## src/rtl/i2c_scl_timing_gen.sv

```systemverilog
// I2C SCL generator: open-drain SCL drive, quarter-phase ticks, clock stretching and stretch timeout.
// Latency: registered outputs follow the FSM with no extra delay; SCL_IN reaches the FSM after a 2-flop synchroniser.
// Backpressure: a slave holding SCL low stalls the high half in HWAIT until release or STRETCH_MAX cycles.
module i2c_scl_timing_gen #(
    parameter int CLK_FREQ_HZ = 50000000,
    parameter int SCL_FREQ_HZ = 100000,
    parameter int QUARTER     = CLK_FREQ_HZ / (4 * SCL_FREQ_HZ),
    parameter int CNT_W       = 16,
    parameter int STRETCH_MAX = 50000
) (
    input  logic       CLK,
    input  logic       RESET,
    input  logic       EN,
    input  logic       SCL_IN,
    output logic       SCL_OE,
    output logic [1:0] PHASE,
    output logic       TICK,
    output logic       BUSY,
    output logic       STRETCH,
    output logic       TIMEOUT
);

    localparam logic [CNT_W-1:0] Q_LOAD = CNT_W'(QUARTER - 1);
    localparam logic [CNT_W-1:0] S_LIM  = CNT_W'(STRETCH_MAX);
    localparam logic [CNT_W-1:0] S_THR  = CNT_W'(3);

    typedef enum logic [2:0] {
        ST_IDLE,
        ST_LOW1,
        ST_LOW2,
        ST_HWAIT,
        ST_HIGH1,
        ST_HIGH2
    } state_t;

    state_t           state_q, state_d;
    logic [CNT_W-1:0] qcnt_q, qcnt_d;
    logic [CNT_W-1:0] scnt_q, scnt_d, scnt_inc;
    logic [1:0]       sync_q;
    logic             scl_s;
    logic             timeout_d;
    logic             scl_oe_d, tick_d, busy_d, stretch_d;
    logic [1:0]       phase_d;

    assign scl_s = sync_q[1];

    // Next state, counters and the registered-output values derived from the next state.
    always_comb begin
        state_d   = state_q;
        qcnt_d    = qcnt_q;
        scnt_d    = '0;
        timeout_d = TIMEOUT;
        scnt_inc  = (scnt_q == S_LIM) ? S_LIM : scnt_q + CNT_W'(1);

        case (state_q)
            ST_IDLE: begin
                if (EN && !TIMEOUT) begin
                    state_d = ST_LOW1;
                    qcnt_d  = Q_LOAD;
                end else if (!EN) begin
                    timeout_d = 1'b0;
                end
            end
            ST_HWAIT: begin
                // A release seen on the limit cycle still wins over the timeout.
                if (scl_s) begin
                    state_d = ST_HIGH1;
                    qcnt_d  = Q_LOAD;
                end else if (scnt_inc == S_LIM) begin
                    state_d   = ST_IDLE;
                    timeout_d = 1'b1;
                end else begin
                    scnt_d = scnt_inc;
                end
            end
            default: begin
                if (qcnt_q == '0) begin
                    qcnt_d = Q_LOAD;
                    case (state_q)
                        ST_LOW1:  state_d = ST_LOW2;
                        ST_LOW2:  state_d = ST_HWAIT;
                        ST_HIGH1: state_d = ST_HIGH2;
                        default:  state_d = EN ? ST_LOW1 : ST_IDLE;
                    endcase
                end else begin
                    qcnt_d = qcnt_q - CNT_W'(1);
                end
            end
        endcase

        scl_oe_d  = (state_d == ST_LOW1) || (state_d == ST_LOW2);
        busy_d    = (state_d != ST_IDLE);
        stretch_d = (state_d == ST_HWAIT) && (scnt_d >= S_THR);
        tick_d    = ((state_d == ST_LOW1) || (state_d == ST_LOW2) ||
                     (state_d == ST_HIGH1) || (state_d == ST_HIGH2)) && (qcnt_d == '0);
        case (state_d)
            ST_LOW2:           phase_d = 2'd1;
            ST_HWAIT, ST_HIGH1: phase_d = 2'd2;
            ST_HIGH2:          phase_d = 2'd3;
            default:           phase_d = 2'd0;
        endcase
    end

    // State, counters, synchroniser and registered outputs; reset overrides everything.
    always_ff @(posedge CLK) begin
        if (RESET) begin
            state_q <= ST_IDLE;
            qcnt_q  <= '0;
            scnt_q  <= '0;
            sync_q  <= 2'b11;
            SCL_OE  <= 1'b0;
            PHASE   <= 2'd0;
            TICK    <= 1'b0;
            BUSY    <= 1'b0;
            STRETCH <= 1'b0;
            TIMEOUT <= 1'b0;
        end else begin
            state_q <= state_d;
            qcnt_q  <= qcnt_d;
            scnt_q  <= scnt_d;
            sync_q  <= {sync_q[0], SCL_IN};
            SCL_OE  <= scl_oe_d;
            PHASE   <= phase_d;
            TICK    <= tick_d;
            BUSY    <= busy_d;
            STRETCH <= stretch_d;
            TIMEOUT <= timeout_d;
        end
    end

endmodule

```

## config.mk

```make
export PLATFORM = sky130hd
export DESIGN_NAME = i2c_scl_timing_gen
export DESIGN_NICKNAME = d
export VERILOG_FILES = /design/src/rtl/i2c_scl_timing_gen.sv
export SDC_FILE = /design/constraint.sdc
export NUM_CORES = 1
export LEC_CHECK = 0
export CAP_MARGIN = 20
export CORE_AREA = 2 2 108 68
export CTS_CLUSTER_DIAMETER = 40
export DETAILED_ROUTE_END_ITERATION = 10
export DIE_AREA = 0 0 110 70
export SYNTH_ARGS = -nofsm -noshare
export SYNTH_HDL_FRONTEND = slang
export SYNTH_SLANG_ARGS = --single-unit
```

## constraint.sdc

```tcl
create_clock -name CLK -period 7 [get_ports CLK]
set_input_delay 1.4 -clock CLK [delete_from_list [all_inputs] [get_ports CLK]]
set_output_delay 1.4 -clock CLK [all_outputs]
set_load 0.01 [all_outputs]
```

==> flow_summary.toml, run 1 <==
[floorplanning]
io-pin-count = 11
core.rowCount = 24
die_y_um = 70
die_w_um = 110
core_area_um2 = 6877
fp.dieArea_um2 = 7700
initial_core_util_pct = 38.01

[clock_tree]
tritoncts = "built"
cts_root_buf = "clkbuf_8"
htree_num_levels = 2
clkTransAtPathRegs_ps = 90
cts_buf_count = 5
hold_buffers = 0
clkLatencyLatePin_ps = 310
clock_path_buffers = 2
clkSinkCount = 44
post_cts.repair.setup_buffers = 0
post_cts_resize_count = 0

[finish]
nets = 328
finish.utilization_pct = 41.18
area_growth_syn_to_layout_pct = 8.330
sequential_cell_area_um2 = 880.8
stdcell_area_um2 = 2831
final_layout_size_suffix_gt1_share_pct = 7.143
num_antenna_cells = 0
nFillCells = 691
finalNonFillerCells = 413
multi_input_comb_area_um2 = 1588

[logic_synthesis]
synthAdderAreaFrac_pct = 1.436
main_combinational_cell_family_by_area_after_synthesis = "simple AND/OR/NAND/NOR gates"
synth.mux.area_fraction_pct = 0
synth_enable_flop_cells = 0
ys_types = 57
synth_area_per_cell_um2 = 7.993
yosys_warnings = 0
synth_xor_xnor_area_share_pct = 7.707
synth.ff_latch_count = 44
yosys.area_share.simple_pct = 33.27
syn-cell-area_um2 = 2614
synth_compound_gate_area_share_pct = 18.33
synth_flop_cell = "dfxtp_1"
postSynth.asyncResetShare_pct = 0
synth_sequential_area_ratio_pct = 33.70
syn_inst = 327
synth_nets = 334

[route]
drt-wirelength-per-cell_um = 14.96
ant_nets = 0
drt-total-wl_um = 6179
drtIter0Drc = 186
drc_errors = 0
dr.pass1.iters = 6
via_per_inst = 5.678
vias = 2345

[global_routing]
track_usage_pct = 16.79
antenna_found_initial = 0
globalRoute.totalOverflow = 0
grt_max_degree = 27
first_global_vias = 2063
global_route_wire_length_before_repair_um = 10290

[placement]
post_dp_cell_area_um2 = 2716
gp_routability_congestion = 0.9339
place_inst = 405
io_buffers = 10
detailedPlace.worstSlack_ps = 3529
place_hpwl_um = 4515

[sta]
tightest_slew_ps = 793.4
period_minus_slack_ps = 3211
finalMaxSlewViolations = 0
setup_viol = 0
final_min_period_over_clock_period_pct = 45.87
max-slew-margin-rel_pct = 47.11
setup-tns-final_ps = 0
final_hold_viol_count = 0
setup_repair_after_global_routing_missed_its_margin = "no"
clock-skew-final_ps = 11.98
worst_slack_ps = 3789
max_freq_mhz = 311.4

[run]
timing.max_cap.violations = 0

[critical_path]
crit_type = "in2reg"
critPathCaptureType = "flip-flop"
start_kind = "input pin"
worst-endpoint-arrival_ps = 3420
crit_fanout = 8
required_ps = 7210

[pwr]
worst_case_vdd_ir_drop_mv = 0.08881
power.leakage_uw = 0.0009410
pwr_density_cell_nw_per_um2 = 257.7

[status]
outcome = "finished, final reports clean"

[worst_hold_path]
worst_hold_path_type = "reg2reg"
placed cells by master (no fill, tap or decap), drive strengths merged, types with 3 or more instances in the layout:
master	netlist	layout
or4	5	5
or3	5	5
a311oi	3	3
o31ai	4	4
nor4	12	12
ha	3	3
xor2	10	10
nand2b	4	4
nand2	18	18
o21ai	8	8
dfxtp	44	44
inv	7	8
and4	6	6
nor2	46	46
a211oi	7	7
o21a	3	3
and3	3	3
nor2b	4	4
clkbuf	15	5
or2	4	4
o41ai	3	3
nand3	11	11
nor3	14	14
clkdlybuf4s50	0	10
a31oi	8	8
o211ai	4	4
xnor2	13	13
a21oi	21	21
nand4	8	8
cell type report:
class | count | share of cell area [%]
timing repair buffer | 11 | 3.800
clock inverter | 3 | 1.635
clock buffer | 5 | 2.430
multi-input combinational | 252 | 56.08
tap | 91 | 4.021
inverter | 7 | 0.9280
sequential | 44 | 31.11
registers in the layout (all words and copies together) (netlist names):
signal	cells
scnt_q	16
sync_q	2
PHASE	2
SCL_OE	1
STRETCH	1
TIMEOUT	1
qcnt_q	16
state_q	3
BUSY	1
TICK	1
kinds of logic after synthesis:
logic type | count (synthesis)
adder cells (fa/ha/maj) | 3
AND/OR/NAND/NOR | 154
flip-flops | 44
buffers and inverters | 31
AO/OA/AOI/OAI | 72
XOR/XNOR | 23
synthesized netlist by cell type, types with 6 or more instances:
master    count  area (um2)
a211oi_1      6       45.04
a21oi_1      21       105.1
a31oi_1       8       50.05
clkbuf_1     15       56.30
dfxtp_1      44       880.8
inv_1         7       26.28
nand2_1      18       67.56
nand3_1      11       55.05
nand4_1       8       50.05
nor2_1       46       172.7
nor3_1       14       70.07
nor4_1       11       68.82
o21ai_0       7       35.03
xnor2_1      13       113.9
xor2_1       10       87.58
layer usage:
layer | GRT usage [%] | vias to the layer above | share of wire, %
li1 | - | 1190 | -
met1 | 27.60 | 1054 | 53
met2 | 21.20 | 91 | 38
met3 | 3.922 | 10 | 7.7
met4 | 3.938 | 0 | 1.1
met5 | 0 | - | 0
power by group:
| part | internal, uW | switching (uW) |
|---|---|---|
| clock network | 108 | 97.6 |
| registers | 272 | 33.9 |
| logic | 89.9 | 129 |
worst max-delay path: stages:
cell and delay [ps]:
clkdlybuf4s50_1 450, nand2b_1 140, nand2_1 80, a21oi_1 620
o21ai_0 280, nand3_1 130, nand4bb_1 120, and4b_1 190
metrics by stage:
step	power, uW	hold WS, ps
after floorplan	480.5	389.5
after global placement	526.9	473.2
after detailed placement	524.2	456.5
after global routing	771.8	499.1
after CTS	728.7	472.6
final	729.7	467.1
path summary, 6_finish.rpt:
check / from / slack (ps) / cells after the start / end
min reg2reg: sync_q[0] / 470 / 1 / sync_q[1]
min: sync_q[0] / 470 / 1 / sync_q[1]
max reg2reg: scnt_q[4] / 3810 / 7 / scnt_q[3]
max: EN / 3790 / 8 / TICK
No activity file was read; power rests on OpenSTA's default activity.
==> run 2, diff against run 1 <==
==> constraint.sdc (replaced) <==
create_clock -name CLK -period 2.94 [get_ports CLK]
set_input_delay 0.588 -clock CLK [delete_from_list [all_inputs] [get_ports CLK]]
set_output_delay 0.588 -clock CLK [all_outputs]
set_load 0.01 [all_outputs]
==> flow_summary.toml, run 2 (same netlist as run 1, synthesis figures left out) <==
[route]
drc_errors = 0
drt-total-wl_um = 6468
vias = 2474
via_per_inst = 5.863
ant_nets = 0
dr.pass1.iters = 5
drtIter0Drc = 406
drt-wirelength-per-cell_um = 15.33

[critical_path]
max_stage_delay_ps = 590
cpMaxStageDelayCell = "or4_1"
required_ps = 3190
worstPathCellList = "and4_1 -> nand4_1 -> or4_1 -> a211oi_1 -> nand4b_1 -> a21oi_1 -> and4b_1"
worst-endpoint-arrival_ps = 2940
crit_type = "reg2reg"
critPathCaptureType = "flip-flop"
start_kind = "flip-flop"
reg2regPathDepth = 7
crit_fanout = 10

[floorplanning]
die_w_um = 110
core.rowCount = 24
core_area_um2 = 6877
die_y_um = 70
io-pin-count = 11
fp.dieArea_um2 = 7700
initial_core_util_pct = 38.01

[clock_tree]
cts_buf_count = 5
tritoncts = "built"
cts_root_buf = "clkbuf_8"
clock_path_buffers = 2
clkSinkCount = 44
hold_buffers = 0
htree_num_levels = 2
post_cts.repair.setup_buffers = 0
clkTransAtPathRegs_ps = 90
clkLatencyLatePin_ps = 300
post_cts_resize_count = 0

[finish]
most-common-layout-cells = "46 x nor2_1, 43 x dfxtp_1, 21 x a21oi_1, 18 x nand2_1, 14 x nor3_1"
nets = 337
finalNonFillerCells = 422
area_growth_syn_to_layout_pct = 10.15
top_flop_regs = "qcnt_q x16, scnt_q x16, state_q x3"
final_layout_size_suffix_gt1_share_pct = 9.668
num_antenna_cells = 0
layout_commonest_cell = "nor2_1"

[global_routing]
track_usage_pct = 17.98
first_global_vias = 2076
global_route_wire_length_before_repair_um = 10880
antenna_found_initial = 0
grt_max_degree = 26
globalRoute.totalOverflow = 0

[pwr]
power.leakage_uw = 0.0009750
worst_case_vdd_ir_drop_mv = 0.2485
pwr_density_cell_nw_per_um2 = 589.5

[sta]
setup-tns-final_ps = 0
final_min_period_over_clock_period_pct = 91.53
period_minus_slack_ps = 2691
max-slew-margin-rel_pct = 61.39
finalMaxSlewViolations = 0
final_hold_viol_count = 0
clock-skew-final_ps = 11.46
max_freq_mhz = 371.6
setup_viol = 0
setup_repair_after_global_routing_missed_its_margin = "no"
minimum_hold_slack_ps = 446.7
tightest_slew_ps = 578.4

[run]
timing.max_cap.violations = 0

[status]
outcome = "finished, final reports clean"

[worst_hold_path]
min_path_cells = 1
worst_hold_path_type = "reg2reg"

[placement]
place_inst = 414
io_buffers = 10
place_hpwl_um = 4877
gp_routability_congestion = 0.9195
-- run 2: worst max-delay path, delay by kind of cell, from the launching register on --
family	cells	cell delay, ps
and+or+nand+nor	5	1530
AOI/OAI and AO/OA	2	630
DFF	1	510
-- run 2: worst paths after layout --
kind                                start         to  slack [ps]
worst min register to register  sync_q[0]  sync_q[1]         450
worst max-delay path            scnt_q[3]       TICK         250
worst max register to register  scnt_q[3]       TICK         250
worst min-delay path            sync_q[0]  sync_q[1]         450
-- run 2: final cells by class --
class / instances / area [um2]
flip-flops and latches: 44 / 882.1
well taps: 91 / 113.9
fillers: 701 / 3998
clock inverters: 1 / 7.507
multi-input cells: 252 / 1588
clock buffers: 7 / 86.33
repair buffers: 20 / 175.2
inverters: 7 / 26.28
-- run 2: power by group --
part / leakage, uW / internal (uW) / total, uW / switching (uW)
clock network: 0.0000445 / 191 / 402 / 211
registers: 0.000358 / 647 / 727 / 79.9
logic: 0.000572 / 242 / 568 / 327
-- run 2: layer usage --
metal  GRT usage, %  share of wire [%]  up-vias
met3          4.669                9.2        6
met5              0                  0        -
li1               -                  -     1208
met2          20.59                 36      106
met1          30.93                 54     1154
met4          4.360               0.73        0
-- run 2: through the flow --
| stage | util [%] | total power [uW] | setup slack (ps) | area [um2] |
|---|---|---|---|---|
| 6_report | 41.87 | 1697 | 249.0 | 2879 |
| 4_1_cts | 41.85 | 1699 | 270.0 | 2878 |
| 3_5_place_dp | 40.48 | 1293 | 270.3 | 2784 |
| 3_3_place_gp | 40.48 | 1291 | 331.3 | 2784 |
| 5_1_grt | 41.87 | 1804 | 2.433 | 2879 |
| 2_1_floorplan | - | 1144 | 486.6 | 2614 |
